File: src/rtl/sobel_window_fetcher_if.sv
// Window-fetcher bus: frame control, BRAM read port and the window valid/ready output.
interface sobel_window_fetcher_if #(
  parameter int DATA_W = 8,
  parameter int ADDR_W = 18
);
  logic                start;
  logic                busy;
  logic                done;
  logic                rd_en;
  logic [ADDR_W-1:0]   rd_addr;
  logic [DATA_W-1:0]   rd_data;
  logic                win_valid;
  logic                win_ready;
  logic [10:0]         win_x;
  logic [10:0]         win_y;
  logic [9*DATA_W-1:0] win_data;

  modport master (
    input  start, rd_data, win_ready,
    output busy, done, rd_en, rd_addr, win_valid, win_x, win_y, win_data
  );

  modport slave (
    output start, rd_data, win_ready,
    input  busy, done, rd_en, rd_addr, win_valid, win_x, win_y, win_data
  );
endinterface

File: src/rtl/sobel_window_fetcher.sv
// Raster-order 3x3 window reader: nine BRAM reads per centre pixel, zero padding at
// frame edges, window presented on valid/ready.
module sobel_window_fetcher #(
  parameter int H_RES  = 512,
  parameter int V_RES  = 384,
  parameter int DATA_W = 8,
  parameter int ADDR_W = 18
) (
  input logic                   clk,
  input logic                   reset,
  sobel_window_fetcher_if.master bus
);
  typedef enum logic [2:0] {IDLE, FETCH, LAST, OUT, DONE} state_t;

  localparam logic signed [11:0] H_LIM  = 12'(H_RES);
  localparam logic signed [11:0] V_LIM  = 12'(V_RES);
  localparam logic [10:0]        X_LAST = 11'(H_RES - 1);
  localparam logic [10:0]        Y_LAST = 11'(V_RES - 1);

  state_t                  state;
  logic [10:0]             x, y;
  logic [3:0]              k;
  logic                    pad_prev;
  logic [8:0][DATA_W-1:0]  win_q;
  logic                    busy_q, done_q, vld_q;

  logic [1:0]              kc, kr;
  logic signed [11:0]      nx, ny;
  logic                    in_range;
  logic [ADDR_W-1:0]       addr;
  logic [3:0]              cap_idx;
  logic [DATA_W-1:0]       cap_val;

  // Neighbour offset from slot index: column = k mod 3, row = k div 3.
  always_comb begin
    kc = k[1:0];
    kr = 2'd0;
    if (k >= 4'd6) begin
      kr = 2'd2;
      kc = 2'(k - 4'd6);
    end else if (k >= 4'd3) begin
      kr = 2'd1;
      kc = 2'(k - 4'd3);
    end
    nx       = $signed({1'b0, x}) + $signed({10'd0, kc}) - 12'sd1;
    ny       = $signed({1'b0, y}) + $signed({10'd0, kr}) - 12'sd1;
    in_range = (nx >= 12'sd0) && (nx < H_LIM) && (ny >= 12'sd0) && (ny < V_LIM);
    addr     = ADDR_W'(nx[10:0]) + ADDR_W'(ny[10:0]) * ADDR_W'(H_RES);
    cap_idx  = (state == LAST) ? 4'd8 : 4'(k - 4'd1);
    cap_val  = pad_prev ? '0 : bus.rd_data;
  end

  // Read port is a pure decode of registered state; no path from win_ready.
  assign bus.rd_en     = (state == FETCH) && in_range;
  assign bus.rd_addr   = bus.rd_en ? addr : '0;
  assign bus.busy      = busy_q;
  assign bus.done      = done_q;
  assign bus.win_valid = vld_q;
  assign bus.win_x     = x;
  assign bus.win_y     = y;
  assign bus.win_data  = win_q;

  always_ff @(posedge clk) begin
    if (reset) begin
      state    <= IDLE;
      x        <= '0;
      y        <= '0;
      k        <= '0;
      pad_prev <= 1'b0;
      win_q    <= '0;
      busy_q   <= 1'b0;
      done_q   <= 1'b0;
      vld_q    <= 1'b0;
    end else begin
      case (state)
        IDLE: if (bus.start) begin
          x      <= '0;
          y      <= '0;
          k      <= '0;
          busy_q <= 1'b1;
          state  <= FETCH;
        end
        FETCH: begin
          // Data returned this cycle belongs to the slot issued last cycle.
          if (k != 4'd0) win_q[cap_idx] <= cap_val;
          pad_prev <= !in_range;
          if (k == 4'd8) state <= LAST;
          else           k     <= k + 4'd1;
        end
        LAST: begin
          win_q[cap_idx] <= cap_val;
          vld_q          <= 1'b1;
          state          <= OUT;
        end
        OUT: if (bus.win_ready) begin
          vld_q <= 1'b0;
          if (x == X_LAST && y == Y_LAST) begin
            done_q <= 1'b1;
            state  <= DONE;
          end else begin
            if (x == X_LAST) begin
              x <= '0;
              y <= y + 11'd1;
            end else begin
              x <= x + 11'd1;
            end
            k     <= '0;
            state <= FETCH;
          end
        end
        DONE: begin
          done_q <= 1'b0;
          busy_q <= 1'b0;
          state  <= IDLE;
        end
        default: state <= IDLE;
      endcase
    end
  end
endmodule

File: src/flat_wrapper.sv
// flat-port wrapper written by rule: the top's interface ports become plain ports
module sobel_window_fetcher_flat 
#(
  parameter int H_RES  = 512,
  parameter int V_RES  = 384,
  parameter int DATA_W = 8,
  parameter int ADDR_W = 18
)
  (clk, reset, bus_start, bus_rd_data, bus_win_ready, bus_busy, bus_done, bus_rd_en, bus_rd_addr, bus_win_valid, bus_win_x, bus_win_y, bus_win_data);
  sobel_window_fetcher_if #(.DATA_W(DATA_W), .ADDR_W(ADDR_W)) bus_i ();
  input logic clk;
  input logic reset;
  input wire logic [$bits(bus_i.start)-1:0] bus_start;
  input wire logic [$bits(bus_i.rd_data)-1:0] bus_rd_data;
  input wire logic [$bits(bus_i.win_ready)-1:0] bus_win_ready;
  output wire logic [$bits(bus_i.busy)-1:0] bus_busy;
  output wire logic [$bits(bus_i.done)-1:0] bus_done;
  output wire logic [$bits(bus_i.rd_en)-1:0] bus_rd_en;
  output wire logic [$bits(bus_i.rd_addr)-1:0] bus_rd_addr;
  output wire logic [$bits(bus_i.win_valid)-1:0] bus_win_valid;
  output wire logic [$bits(bus_i.win_x)-1:0] bus_win_x;
  output wire logic [$bits(bus_i.win_y)-1:0] bus_win_y;
  output wire logic [$bits(bus_i.win_data)-1:0] bus_win_data;
  assign bus_i.start = bus_start;
  assign bus_i.rd_data = bus_rd_data;
  assign bus_i.win_ready = bus_win_ready;
  assign bus_busy = bus_i.busy;
  assign bus_done = bus_i.done;
  assign bus_rd_en = bus_i.rd_en;
  assign bus_rd_addr = bus_i.rd_addr;
  assign bus_win_valid = bus_i.win_valid;
  assign bus_win_x = bus_i.win_x;
  assign bus_win_y = bus_i.win_y;
  assign bus_win_data = bus_i.win_data;
  sobel_window_fetcher #(.H_RES(H_RES), .V_RES(V_RES), .DATA_W(DATA_W), .ADDR_W(ADDR_W)) u_core (.clk(clk), .reset(reset), .bus(bus_i));
endmodule
File: config.mk
export PLATFORM = sky130hd
export DESIGN_NAME = sobel_window_fetcher_flat
export DESIGN_NICKNAME = d
export VERILOG_FILES = /design/src/rtl/sobel_window_fetcher_if.sv /design/src/rtl/sobel_window_fetcher.sv /design/src/flat_wrapper.sv
export SDC_FILE = /design/constraint.sdc
export NUM_CORES = 1
export LEC_CHECK = 0
export BUFFER_PORTS_ARGS = -buffer_cell sky130_fd_sc_hd__buf_2
export CAP_MARGIN = 30
export CORE_AREA = 4 4 127 129
export DETAILED_ROUTE_END_ITERATION = 12
export DIE_AREA = 0 0 131 133
export GPL_ROUTABILITY_DRIVEN = 1
export PLACE_DENSITY = 0.72
export SETUP_SLACK_MARGIN = 0.3
export SLEW_MARGIN = 10
export SYNTH_ARGS = -nofsm -noshare
export SYNTH_HDL_FRONTEND = slang
export SYNTH_SLANG_ARGS = --single-unit
File: constraint.sdc
create_clock -name clk -period 5.6 [get_ports clk]
set_input_delay 0.84 -clock clk [delete_from_list [all_inputs] [get_ports clk]]
set_output_delay 0.84 -clock clk [all_outputs]
set_load 0.02 [all_outputs]
# Word level (Yosys, flattened, before mapping)
# Index checks and enable logic that the tools add are counted.
# totals
reg_bits,105
input_bits,12
word_cells,112
# classes
n_addsub,11
magnitude_cmp,8
n_eq_ne,15
muxes,38
reduce_logical,23
# ops
op,count
case mux 72 bit (2 select lines),1
two-way mux 11 bit,7
bitwise mux 72 bit,1
two-way mux 72 bit,1
case mux 11 bit (2 select lines),2
demux 8 bit (select 4 bit),1
adder 11 x 2 -> 12 bit,2
>= comparator 12 x 1 -> 1 bit (second input constant),2
subtractor 12 x 2 -> 12 bit (second input constant),2
adder 11 x 1 -> 11 bit (second input constant),2
== test 11 x 9 -> 1 bit (second input constant),2
two-way mux 4 bit,5
adder 11 x 18 -> 18 bit,1
two-way mux 18 bit,1
two-way mux 8 bit,2
less-than comparator 12 x 10 -> 1 bit (second input constant),1
less-than comparator 12 x 11 -> 1 bit (second input constant),1
two-way mux 3 bit,4
inequality test 2 bit (second input constant),6
case mux 3 bit (4 select lines),1
case mux 4 bit (3 select lines),1
AND reduction 5 bit,2
nonzero test 2 bit,5
== test 3 x 2 -> 1 bit (second input constant),2
other kinds (22),40

# Longest topological paths before layout
# Gate-level depths: netlist of run 1.
# depth
depth_word,11
mapped_depth,24
depth_no_buf,23

# Least setup slack after synthesis of run 1
# Ideal clock, no wire load.
# synth_path
path_type,register to output
start,register u_core.k[0]
end,output bus_rd_addr[17]
arrival_time_ns,4.433
t_required_ns,4.760
setup_slack_ns,0.327
path_stages_with_launch,24
path_buffers,2
path_cell_list,dfxtp_1 > clkbuf_1 > inv_1 > ha_1 > clkbuf_1 > inv_1 > a21boi_0 > a21oi_1 > ha_1 > inv_1 > ha_1 > fa_1 > a21o_1 > nand4_1 > nand2_1 > a31oi_1 > xnor2_1 > ha_1 > fa_1 > nand3b_1 > nor3_1 > nand4b_1 > xnor2_1 > nor2_1
# synth_between
elab_chain_len,11
# synth_lines
item,line_no,text
"start, declared",sobel_window_fetcher.sv:22,logic [3:0] k;
"start signal, assigned",sobel_window_fetcher.sv:88,else k <= k + 4'd1;
>= comparator 4 x 2 -> 1 bit or subtractor 2 bit (tied branches),"sobel_window_fetcher.sv:41, sobel_window_fetcher.sv:43",
two-way mux 2 bit,sobel_window_fetcher.sv:41,end else if (k >= 4'd3) begin
two-way mux 2 bit,sobel_window_fetcher.sv:38,if (k >= 4'd6) begin
adder 11 x 2 -> 12 bit,sobel_window_fetcher.sv:45,"nx = $signed({1'b0, x}) + $signed({10'd0, kc}) - 12'sd1;"
subtractor 12 x 2 -> 12 bit,sobel_window_fetcher.sv:45,
>= comparator 12 x 1 -> 1 bit or less-than comparator 12 x 11 -> 1 bit (tied branches),sobel_window_fetcher.sv:47,in_range = (nx >= 12'sd0) && (nx < H_LIM) && (ny >= 12'sd0) && (ny < V_LIM);
logical AND 1 bit (3 in a row),sobel_window_fetcher.sv:47,
logical AND 1 bit,sobel_window_fetcher.sv:54,assign bus.rd_en = (state == FETCH) && in_range;
two-way mux 18 bit (*),sobel_window_fetcher.sv:55,assign bus.rd_addr = bus.rd_en ? addr : '0;
"end, declared",flat_wrapper.sv:19,output wire logic [$bits(bus_i.rd_addr)-1:0] bus_rd_addr;
# Mark *: on every way between the ends. The rest lies on a longest branch, timed or not.

# Final worst setup path of run 1
# Same ends and word-level chain as after synthesis.

==> summary.txt, run 1 <==
Die
  – Standard-cell row count: 45
  – Initial Utilization: 39.05%
  – Die ar.: 17,420 um2
  – Die Ht: 133 um
  – Chip Width: 131 um
  – I/O pins: 128
  – Core area: 15,030 um2

Pwr
  – Clock power share: 37.3%
  – Maximum vdd drop: 0.0002085 V
  – Power Dens Cells: 256.4 nW/um2
  – Internal power: 1.286 mW
  – LEAKAGE: 3.470 nW
  – Switching part of the total: 30.15%
  – Register share of total power: 41.8%
  – Post-layout total power: 1.841 mW
  – Comb power frac: 20.9%
  – Psw: 0.5550 mW

Detailed routing
  – WL/cell: 15.04 um
  – Via density: 5.040
  – Total Wirelength: 14,860 um
  – 1st-pass router iterations: 4
  – Post-DRT Antenna Nets: 0
  – Via count: 4,980
  – DRC viols: 0
  – Initial DRC count: 266

STA
  – Fin crit share: 92.40%
  – Final setup margin: 0.4255 ns
  – Min Hold Slack: 0.4925 ns
  – Worst slew pin tran: 0.8683 ns
  – Final Setup Violations: 0
  – Slew margin rel.: 41.99%
  – Final Max Slew Viols: 0
  – Final hold vios: 0
  – Setup Skew: 0.009766 ns
  – RSZ-0062 raised after global routing: true
  – Max Clock Freq: 0.1933 GHz
  – Fin crit period: 5.174 ns
  – Setup TNS: 0 ns

Yosys
  – Sequential share of the synthesized area: 35.81%
  – Most used DFF post-synth: dfxtp_1
  – Cell variety after synth: 55
  – Fraction of registers with async set or reset after synthesis: 0%
  – Post-Synthesis Cells: 676
  – Post-synth EDFFs: 0
  – Syn_area_per_cell: 8.684 um2
  – Yosys Warn Count: 0
  – Post-Syn Area: 5871 um2
  – Mapped Nets: 736
  – Synth Register Bits: 105

Flow run
  – Max-Cap Viols: 0

Finish
  – Layout area overhead: 22.29%
  – Most common cell after layout, fill and taps aside: nor2_1
  – Fill count: 1,449
  – Final net count: 855
  – Most frequent cells in the layout: nor2_1 (129), buf_2 (125), dfxtp_1 (102)
  – Share of layout cells above drive strength 1: 25.00%
  – Finished Cell Area: 7179 um2
  – Diode count: 0

Outcome
  – Status: finished clean

Global routing
  – Tot GR Track Use: 16.83%
  – First-pass GRT wire length: 23,760 um
  – Largest net degree at the start of global routing: 74
  – Total grt overflow: 0
  – Vias in the first global route: 4,731
  – Initial antenna violation count: 0

Clocking
  – CTS tree: yes
  – Clk_lat worst skew: 0.36 ns
  – CTS Root Buffer Type: clkbuf_16
  – Htree depth: 3
  – CTS clk-pin slew, worst paths: 0.08 ns
  – Cts hold-fix bufs: 0
  – Clk sinks: 105
  – Clock Tree Buf Depth: 2
  – CTS Buf Count: 9

Worst setup path
  – CP bufs+invs: 3
  – Critical path's slowest cell: fa_2
  – WP data arrival: 4.33 ns
  – Setup crit end kind: output port
  – Max FO, Critical Path: 4
  – Crit Path Class: reg2out
  – CP Cell Sequence: inv_4, ha_4, nor2_4, nor2_2, nor2_2, o31ai_4, xnor2_2, ha_2, inv_2, ha_4, fa_2, a21o_1, nand4_1, nand2_2, a31oi_4, xnor2_1, ha_2, fa_2, nand3b_1, nor3_2, nand4b_1, xnor2_1, nor2_1, buf_4
  – Data required, critical path: 4.76 ns
  – Max incr delay on CP: 0.36 ns
  – Crit start category: flip-flop
  – Worst path top cell family by delay: adder cells

Min path
  – Hold crit path type: reg2reg

Placement
  – I/O Buffers: 127
  – Worst slack at placement: 0.2620 ns
  – Cell Area, Placed: 6604 um2
  – Final estimated routing congestion in global placement: 0.8596
  – Hpwl dp: 10,730 um
## repair_timing
item	in CTS	in global routing
hold endpoints to repair	0	0
endpoints found under the setup margin	19	12
resized for setup	16	21
buffers inserted	2	10
pin swaps	6	20
## layout make-up
class	instances	area [um2]	share of cell area, %
Inverter	46	175.2	2.440
Sequential cell	105	2108	29.37
Clock inverter	7	110.1	1.534
Multi-Input combinational cell	491	3567	49.69
Clock buffer	9	225.2	3.137
Timing Repair Buffer	142	758.2	10.56
Tap cell	188	235.2	3.276
## layer usage
metal  track usage (%)  up-vias  part of all wire, %
li1                  -     2524                    -
met1             22.63     2350                   46
met2             26.92       95                   49
met3             4.441       11                  4.6
met4             3.886        0                  1.1
met5                 0        -                    0
## cells by family (layout without fill, tap and decap cells)
kind of cell | Yosys count | in the layout | synth area share [%]
AND/OR/NAND/NOR | 247 | 247 | 20.50
adder cells (fa/ha/maj) | 48 | 48 | 10.61
buffers and inverters | 80 | 204 | 5.541
XOR/XNOR | 38 | 38 | 5.669
flip-flops | 105 | 105 | 35.81
AO/OA/AOI/OAI | 85 | 85 | 9.421
multiplexers | 73 | 73 | 12.45
## stage by stage
stage / utilization, % / instances
floorplan: - / 676
finish: 47.76 / 988
global placement: 43.93 / 959
CTS: 46.65 / 977
global route: 47.76 / 988
detailed placement: 43.93 / 959
## Yosys cell counts (2+ instances only)
| cell | count | area, um2 |
|---|---|---|
| nor4_1 | 2 | 12.51 |
| a211oi_1 | 3 | 22.52 |
| o21bai_1 | 2 | 15.01 |
| o21a_1 | 10 | 75.07 |
| xor2_1 | 7 | 61.31 |
| o21ai_0 | 16 | 80.08 |
| nor2_1 | 132 | 495.5 |
| dfxtp_1 | 105 | 2102 |
| nand3_1 | 12 | 60.06 |
| nor3b_2 | 2 | 25.02 |
| buf_6 | 3 | 33.78 |
| and2_1 | 5 | 31.28 |
| or2_2 | 4 | 25.02 |
| nand3b_1 | 3 | 22.52 |
| nor3_1 | 18 | 90.09 |
| clkbuf_1 | 29 | 108.9 |
| a21o_1 | 7 | 52.55 |
| nor3_4 | 3 | 48.80 |
| o2111ai_1 | 2 | 17.52 |
| and3_1 | 7 | 43.79 |
| and3_4 | 2 | 22.52 |
| nand2b_1 | 2 | 12.51 |
| buf_2 | 2 | 10.01 |
| nor2_2 | 2 | 12.51 |
| or3_1 | 3 | 18.77 |
| nand2_1 | 22 | 82.58 |
| ha_1 | 45 | 563.0 |
| nand4_1 | 9 | 56.30 |
| inv_1 | 46 | 172.7 |
| nor2b_1 | 9 | 56.30 |
| a21oi_1 | 27 | 135.1 |
| nor3b_1 | 5 | 37.54 |
| o22a_1 | 2 | 17.52 |
| a31oi_1 | 3 | 18.77 |
| xnor2_1 | 31 | 271.5 |
| fa_1 | 3 | 60.06 |
| mux2i_1 | 73 | 730.7 |
## power by group through the flow
| stage | logic [mW] | clock network (mW) | registers, mW |
|---|---|---|---|
| after floorplan | 0.270 | 0 | 0.788 |
| after global placement | 0.343 | 0 | 0.787 |
| after detailed placement | 0.344 | 0 | 0.787 |
| after CTS | 0.360 | 0.710 | 0.769 |
| after global routing | 0.427 | 0.734 | 0.772 |
| final | 0.385 | 0.686 | 0.770 |
## worst reg2reg max path, stage by stage, from the launching register on
cell and delay [ns]:
dfxtp_2 0.35, inv_4 0.06, ha_4 0.17, nor2_4 0.11, nor2_2 0.04, nor2_2 0.15, o31ai_4 0.11, buf_4 0.16
ha_1 0.16, inv_1 0.05, ha_1 0.15, inv_1 0.05, fa_1 0.40, nor2b_1 0.17, o2111a_1 0.24, nor3_1 0.07
xor2_1 0.28, o21bai_1 0.10, or4b_4 0.67, and2_1 0.20
## flip-flops by register name, summed over array words and instances (netlist names)
| name | count |
|---|---|
| u_core.bus.busy | 1 |
| u_core.bus.done | 1 |
| u_core.bus.win_data | 72 |
| u_core.bus.win_valid | 1 |
| u_core.bus.win_x | 11 |
| u_core.bus.win_y | 11 |
| u_core.k | 4 |
| u_core.pad_prev | 1 |
| u_core.state | 3 |
## final timing paths
check / start / endpoint / slack, ns / depth (start not counted)
max: u_core.k[0] / bus_rd_addr[17] / 0.43 / 24
min: u_core.bus.win_data[64] / u_core.bus.win_data[64] / 0.49 / 2
max reg2reg: u_core.k[0] / u_core.pad_prev / 1.80 / 19
min reg2reg: u_core.bus.win_data[64] / u_core.bus.win_data[64] / 0.49 / 2
Power figures use the tool's default switching activity.
==> run 2, diff against run 1 <==
--- a/config.mk
+++ b/config.mk
@@ -5,14 +5,13 @@
 export SDC_FILE = /design/constraint.sdc
 export NUM_CORES = 1
 export LEC_CHECK = 0
-export BUFFER_PORTS_ARGS = -buffer_cell sky130_fd_sc_hd__buf_2
+export BUFFER_PORTS_ARGS = -buffer_cell sky130_fd_sc_hd__clkbuf_2
 export CAP_MARGIN = 30
 export CORE_AREA = 4 4 127 129
 export DETAILED_ROUTE_END_ITERATION = 12
 export DIE_AREA = 0 0 131 133
 export GPL_ROUTABILITY_DRIVEN = 1
 export PLACE_DENSITY = 0.72
-export SETUP_SLACK_MARGIN = 0.3
 export SLEW_MARGIN = 10
 export SYNTH_ARGS = -nofsm -noshare
 export SYNTH_HDL_FRONTEND = slang
==> run 2 against run 1 <==
  * Sequential share of layout area is 0.64 points higher
  * Setup slack worse by 0.11 ns
  * Worst hold slack better by 0.0046 ns
  * Sequential cell count stayed put
  * Clock skew is 0.0014 ns higher
  * Maximum frequency is 2.1% lower
  * Clock power is 3.5% lower
  * Critical path type unchanged
  * Largest cell class unchanged
  * Highest routed layer unchanged
==> summary.txt, run 2 (synthesis gave the netlist of run 1 again) <==
Outcome
  – Status: finished clean

STA
  – Worst slew pin tran: 0.9029 ns (+0.03459 ns)
  – Final hold vios: 0 (unchanged)
  – Min Hold Slack: 0.4971 ns (+0.004562 ns)
  – Final Max Slew Viols: 0 (unchanged)
  – Final Setup Violations: 0 (unchanged)
  – Final setup margin: 0.3144 ns (-0.1111 ns)
  – Fin crit period: 5.286 ns (+0.1111 ns)
  – Max Clock Freq: 0.1892 GHz (-2.1%)
  – Slew margin rel.: 39.68% (-2.3 points)
  – Fin crit share: 94.39% (+2.0 points)
  – Setup Skew: 0.01115 ns (+0.001388 ns)

Pwr
  – Post-layout total power: 1.795 mW (-2.5%)
  – LEAKAGE: 3.294 nW (-5.1%)
  – Comb power frac: 20.2% (-0.7 points)
  – Maximum vdd drop: 0.0001630 V (-22%)
  – Power Dens Cells: 255.6 nW/um2 (-0.29%)
  – Psw: 0.5627 mW (+1.4%)
  – Register share of total power: 42.9% (+1.1 points)
  – Internal power: 1.233 mW (-4.1%)
  – Switching part of the total: 31.34% (+1.2 points)
  – Clock power share: 36.9% (-0.4 points)

Finish
  – Final net count: 847 (-0.94%)
  – Max reg flops: 72 (unchanged)
  – Area occupied by multi-input gates: 3501 um2 (-1.9%)
  – Fill count: 1,464 (+1.0%)
  – Reg area: 2107 um2 (about the same)
  – Diode count: 0 (unchanged)
  – Most common cell after layout, fill and taps aside: nor2_1
  – Layout area overhead: 19.63%
  – Most frequent cells in the layout: nor2_1 (131), clkbuf_2 (126), dfxtp_1 (103)
  – Share of layout cells above drive strength 1: 22.85% (-2.1 points)

Worst setup path
  – Setup crit end kind: output port
  – Data required, critical path: 4.76 ns (about the same)
  – Critical path's slowest cell: dfxtp_4
  – Reg2reg start: u_core.k[2]
  – Crit start category: flip-flop
  – Critical path origin: u_core.k[1]
  – CP Capture Point: bus_rd_addr[17]
  – WP data arrival: 4.45 ns (+0.12 ns)
  – Reg-to-Reg End: u_core.pad_prev
  – R2r setup slk: 1.78 ns (-0.02 ns)
  – Worst path top cell family by delay: adder cells
  – Worst R2R Path Depth: 16 (-3)
  – Max FO, Critical Path: 9 (+5)
  – CP Cell Sequence: inv_1, ha_4, inv_1, a21boi_0, a21oi_1, ha_1, inv_1, ha_1, fa_2, a21o_1, nand4_1, nand2_2, a31oi_4, xnor2_2, ha_2, fa_2, nand3b_1, nor3_2, nand4b_1, xnor2_1, nor2_1, buf_4
  – Crit Path Class: reg2out
  – Cell mode on critical path: inv_1
  – Stages on worst setup path: 22 (-8.3%)
  – CP bufs+invs: 4 (+1)
  – Max incr delay on CP: 0.40 ns (+0.04 ns)

Detailed routing
  – WL/cell: 15.05 um (about the same)
  – DRC viols: 0 (unchanged)
  – Total Wirelength: 14,750 um (-0.76%)
  – 1st-pass router iterations: 4 (unchanged)
  – Via count: 4,939 (-0.82%)
  – Post-DRT Antenna Nets: 0 (unchanged)
  – Via density: 5.040 (about the same)
  – Initial DRC count: 299 (+12%)

Die
  – Standard-cell row count: 45 (unchanged)
  – Die Ht: 133 um (unchanged)
  – Die ar.: 17,420 um2 (unchanged)
  – I/O pins: 128 (unchanged)
  – Chip Width: 131 um (unchanged)
  – Initial Utilization: 39.05% (unchanged)
  – Core area: 15,030 um2 (unchanged)

Clocking
  – CTS Buf Count: 9 (unchanged)
  – Htree depth: 3 (unchanged)
  – Clk sinks: 105 (unchanged)
  – CTS tree: yes
  – Clk_lat worst skew: 0.36 ns (about the same)
  – Clock Tree Buf Depth: 2 (unchanged)
  – CTS Root Buffer Type: clkbuf_16
  – Cts hold-fix bufs: 0 (unchanged)
  – CTS clk-pin slew, worst paths: 0.07 ns (about the same)

Placement
  – I/O Buffers: 127 (unchanged)
  – Hpwl dp: 10,830 um (+0.94%)
  – Final estimated routing congestion in global placement: 0.8721 (+1.5%)
  – Worst slack at placement: 0.2343 ns (-0.02769 ns)

Global routing
  – Initial antenna violation count: 0 (unchanged)
  – Largest net degree at the start of global routing: 86 (+16%)
  – Total grt overflow: 0 (unchanged)
  – Vias in the first global route: 4,677 (-1.1%)
  – Tot GR Track Use: 16.74% (-0.088 points)
  – First-pass GRT wire length: 23,660 um (-0.40%)

Flow run
  – Max-Cap Viols: 0 (unchanged)

Min path
  – Hold crit path type: reg2reg
[run 2: cell types whose count changed in the layout (fill, tap and decap cells not counted), moves of 2 or more]
cell and change:
clkbuf_2 +126, buf_2 -125, buf_4 -8, ha_1 +4
ha_4 -3, inv_1 +3, inv_2 -2, nor2_1 +2
[run 2: final cells by class]
| class | count | share of cell area, % |
|---|---|---|
| Clock buffer | 9 | 3.207 |
| Clock inverter | 7 | 1.301 |
| Inverter | 46 | 2.459 |
| Multi-Input combinational cell | 491 | 49.85 |
| Sequential cell | 105 | 30.00 |
| Tap cell | 188 | 3.349 |
| Timing Repair Buffer | 134 | 9.834 |
[run 2: worst min path at each step]
stage                            start                      end  cells past startpoint  slack, ns
6_report       u_core.bus.win_data[17]  u_core.bus.win_data[17]                      2       0.50
5_1_grt        u_core.bus.win_data[67]  u_core.bus.win_data[67]                      2       0.53
4_1_cts        u_core.bus.win_data[14]  u_core.bus.win_data[14]                      2       0.50
3_5_place_dp   u_core.bus.win_data[35]  u_core.bus.win_data[35]                      2       0.48
3_3_place_gp      u_core.bus.win_valid     u_core.bus.win_valid                      2       0.47
2_1_floorplan          u_core.bus.done          u_core.bus.done                      2       0.56
[run 2: power by group through the flow]
stage | clock (mW) | sequential [mW] | combinational (mW)
4_1_cts | 0.680 | 0.770 | 0.348
2_1_floorplan | 0 | 0.788 | 0.270
6_report | 0.662 | 0.770 | 0.363
3_5_place_dp | 0 | 0.788 | 0.344
5_1_grt | 0.709 | 0.772 | 0.406
3_3_place_gp | 0 | 0.787 | 0.343
[run 2: repair_timing]
action	4_1_cts	5_1_grt
gates cloned	0	0
setup endpoints to repair	3	5
buffers inserted	0	4
pin swaps	0	7
resized for setup	3	15
[run 2: metal layers]
| layer | global-route usage [%] | up-vias | part of all wire [%] |
|---|---|---|---|
| li1 | - | 2515 | - |
| met1 | 22.24 | 2314 | 46 |
| met2 | 26.75 | 94 | 48 |
| met3 | 4.360 | 16 | 4.3 |
| met4 | 4.629 | 0 | 1.7 |
| met5 | 0 | - | 0 |
[run 2: worst register-to-register path, stage by stage (launching register included)]
cell and delay (ns):
dfxtp_1 0.52, inv_1 0.15, nor2_1 0.15, nor2_2 0.06, buf_4 0.15, ha_1 0.27
inv_1 0.06, ha_1 0.16, inv_1 0.05, fa_1 0.39, nor2b_1 0.17, o2111a_1 0.24
nor3_1 0.08, nor3_1 0.24, o22a_1 0.22, or4b_4 0.62, and2_1 0.19
[run 2: per-stage QoR]
| stage | setup TNS, ns | std cells | instance area [um2] | utilization, % |
|---|---|---|---|---|
| after floorplan | 0 | 676 | 5871 | - |
| final | 0 | 980 | 7023 | 46.72 |
| after global routing | -0.04415 | 980 | 7023 | 46.72 |
| after detailed placement | 0 | 959 | 6604 | 43.93 |
| after CTS | 0 | 975 | 6930 | 46.10 |
| after global placement | 0 | 959 | 6604 | 43.93 |
==> run 3, diff against run 2 <==
--- a/config.mk
+++ b/config.mk
@@ -7,11 +7,14 @@
 export LEC_CHECK = 0
 export BUFFER_PORTS_ARGS = -buffer_cell sky130_fd_sc_hd__clkbuf_2
 export CAP_MARGIN = 30
-export CORE_AREA = 4 4 127 129
+export CELL_PAD_IN_SITES_DETAIL_PLACEMENT = 1
+export CELL_PAD_IN_SITES_GLOBAL_PLACEMENT = 2
+export CORE_AREA = 2 2 139 141
+export CTS_CLUSTER_SIZE = 30
 export DETAILED_ROUTE_END_ITERATION = 12
-export DIE_AREA = 0 0 131 133
+export DIE_AREA = 0 0 141 143
 export GPL_ROUTABILITY_DRIVEN = 1
-export PLACE_DENSITY = 0.72
+export PLACE_DENSITY = 0.89
 export SLEW_MARGIN = 10
 export SYNTH_ARGS = -nofsm -noshare
 export SYNTH_HDL_FRONTEND = slang
==> run 3 against run 2 <==
  * Sequential power barely moved
  * Clock power rose by 2%
  * Worst hold slack improved by 0.00055 ns
  * Register-to-register slack got worse by 0.05 ns
  * Die area rose by 16%
  * Final cell count rose by 4.8%
  * Global-route usage fell by 0.57 points
  * Via count rose by 1.7%
  * Largest power group unchanged
==> summary.txt, run 3 (synthesis gave the netlist of run 1 again) <==
Outcome
  – Status: finished clean

Flow run
  – Max-Cap Viols: 0 (unchanged)

STA
  – Final Max Slew Viols: 0 (unchanged)
  – Worst slew pin tran: 0.9591 ns (+0.05622 ns)
  – Max Clock Freq: 0.1866 GHz (-1.4%)
  – Setup Skew: 0.01009 ns (-0.001066 ns)
  – Final setup margin: 0.2402 ns (-0.07425 ns)
  – Final hold vios: 0 (unchanged)
  – Final Setup Violations: 0 (unchanged)
  – Slew margin rel.: 35.93% (-3.8 points)
  – Fin crit share: 95.71% (+1.3 points)
  – Fin crit period: 5.360 ns (+0.07425 ns)

Die
  – Die Ht: 143 um (+7.5%)
  – I/O pins: 128 (unchanged)
  – Initial Utilization: 31.60% (-7.5 points)
  – Standard-cell row count: 50 (+11%)
  – Chip Width: 141 um (+7.6%)
  – Die ar.: 20,160 um2 (+16%)
  – Core area: 18,580 um2 (+24%)

Detailed routing
  – Via count: 5,022 (+1.7%)
  – DRC viols: 0 (unchanged)
  – WL/cell: 16.11 um (+7.0%)
  – Via density: 4.890 (-3.0%)
  – Initial DRC count: 213 (-29%)
  – 1st-pass router iterations: 4 (unchanged)
  – Total Wirelength: 16,540 um (+12%)
  – Post-DRT Antenna Nets: 0 (unchanged)

Global routing
  – First-pass GRT wire length: 26,210 um (+11%)
  – Met2 Use GR: 28.04% (+1.3 points)
  – Largest net degree at the start of global routing: 74 (-14%)
  – Vias in the first global route: 4,992 (+6.7%)
  – M1 GR Usage: 21.13% (-1.1 points)
  – Grt peak-use layer: met2
  – Total grt overflow: 0 (unchanged)
  – Initial antenna violation count: 0 (unchanged)
  – Met3 GRT Util: 3.186% (-1.2 points)
  – Tot GR Track Use: 16.17% (-0.57 points)

Finish
  – Reg area: 2107 um2 (unchanged)
  – Area occupied by multi-input gates: 3496 um2 (-0.14%)
  – Diode count: 0 (unchanged)
  – Final net count: 848 (+0.12%)
  – Fin cells: 1,027 (+4.8%)
  – Most frequent cells in the layout: nor2_1 (131), clkbuf_2 (126), dfxtp_1 (103)
  – Fill count: 2,244 (+53%)
  – Layout area overhead: 20.72%
  – Max reg flops: 72 (unchanged)
  – Share of layout cells above drive strength 1: 22.95% (+0.097 points)
  – Most common cell after layout, fill and taps aside: nor2_1

Clocking
  – Clk sinks: 105 (unchanged)
  – Clock Tree Buf Depth: 2 (unchanged)
  – CTS Root Buffer Type: clkbuf_16
  – CTS clk-pin slew, worst paths: 0.07 ns (about the same)
  – Htree depth: 3 (unchanged)
  – CTS Buf Count: 9 (unchanged)
  – Clk_lat worst skew: 0.35 ns (about the same)
  – CTS tree: yes
  – Cts hold-fix bufs: 0 (unchanged)

Worst setup path
  – Crit Path Class: reg2out
  – Critical path origin: u_core.k[0]
  – CP Cell Sequence: inv_2, ha_1, nor2_1, nor2_1, nor2_2, o31ai_2, xnor2_1, ha_1, inv_1, ha_2, fa_2, a21o_1, nand4_1, nand2_2, a31oi_4, xnor2_1, ha_2, fa_2, nand3b_1, nor3_2, nand4b_1, xnor2_1, nor2_1, buf_4
  – Worst R2R Path Depth: 16 (unchanged)
  – Setup crit end kind: output port
  – Crit start category: flip-flop
  – Reg2reg start: u_core.k[2]
  – Critical path's slowest cell: fa_2
  – Max FO, Critical Path: 4 (-5)
  – WP data arrival: 4.52 ns (+0.07 ns)
  – Data required, critical path: 4.76 ns (about the same)
  – Max incr delay on CP: 0.37 ns (-0.03 ns)

Placement
  – I/O Buffers: 127 (unchanged)
  – Final estimated routing congestion in global placement: 0.8242 (-5.5%)
  – Hpwl dp: 12,650 um (+17%)
  – Worst slack at placement: 0.2210 ns (-0.01330 ns)
  – Cell Count Post-Placement: 1,007 (+5.0%)

Min path
  – Hold crit path type: reg2reg
  – Hold path cells: 2 (unchanged)
  – Hold Startpoint: u_core.bus.win_data[1]

Pwr
  – LEAKAGE: 3.297 nW (about the same)
  – Power Dens Cells: 257.9 nW/um2 (+0.87%)
  – Maximum vdd drop: 0.0001873 V (+15%)
run 3: cell types whose count changed in the layout (fill, tap and decap cells not counted):
| cell | previous run | this run |
|---|---|---|
| inv_12 | 1 | 0 |
| clkinv_8 | 2 | 0 |
| bufinv_16 | 0 | 1 |
| ha_1 | 43 | 42 |
| xnor2_1 | 30 | 31 |
| inv_8 | 3 | 1 |
| buf_4 | 8 | 9 |
| ha_2 | 1 | 2 |
| clkbuf_8 | 0 | 2 |
| inv_6 | 0 | 2 |
| xnor2_2 | 1 | 0 |
run 3: critical path, delay by kind of cell (launching register included):
kind,cells,cell delay (ns)
fa+ha+maj,6,1.36
simple gates,9,1.16
compound gates,3,0.49
xor+xnor,3,0.49
flops,1,0.36
buf+inv,3,0.29
run 3: layer usage:
metal	part of all wire [%]	up-vias
met3	3.0	7
li1	-	2502
met4	0.69	0
met1	48	2441
met2	49	72
met5	0	-
run 3: per-stage QoR:
| stage | power, mW | instance area (um2) | TNS (ns) | hold slack, ns | utilization [%] |
|---|---|---|---|---|---|
| 2_1_floorplan | 1.058 | 5871 | 0 | 0.5636 | - |
| 3_3_place_gp | 1.144 | 6669 | 0 | 0.4740 | 35.89 |
| 3_5_place_dp | 1.147 | 6676 | 0 | 0.4855 | 35.93 |
| 4_1_cts | 1.836 | 7009 | 0 | 0.5062 | 37.72 |
| 5_1_grt | 1.924 | 7087 | -0.09386 | 0.5235 | 38.14 |
| 6_report | 1.827 | 7087 | 0 | 0.4976 | 38.14 |
run 3: final cells by class:
type                       count  share of cell area [%]
multi-input combinational    491                   49.33
sequential                   105                   29.73
timing repair buffer         135                   9.852
tap                          234                   4.131
clock buffer                  11                   3.566
inverter                      46                   2.436
clock inverter                 5                  0.9534
run 3: report_power, final:
group | internal, mW | switching (mW)
sequential | 0.755 | 0.0153
combinational | 0.158 | 0.222
clock | 0.379 | 0.297
run 3: path summary, 6_finish.rpt:
check	endpoint	slack [ns]
max	bus_rd_addr[17]	0.24
min	u_core.bus.win_data[1]	0.50
max reg2reg	u_core.pad_prev	1.73
min reg2reg	u_core.bus.win_data[1]	0.50
run 3: what timing repair did:
action / CTS / global route
setup endpoints to repair: 2 / 4
buffers inserted: 0 / 3
pin swaps: 0 / 7
resized for setup: 3 / 14
gates cloned: 0 / 0
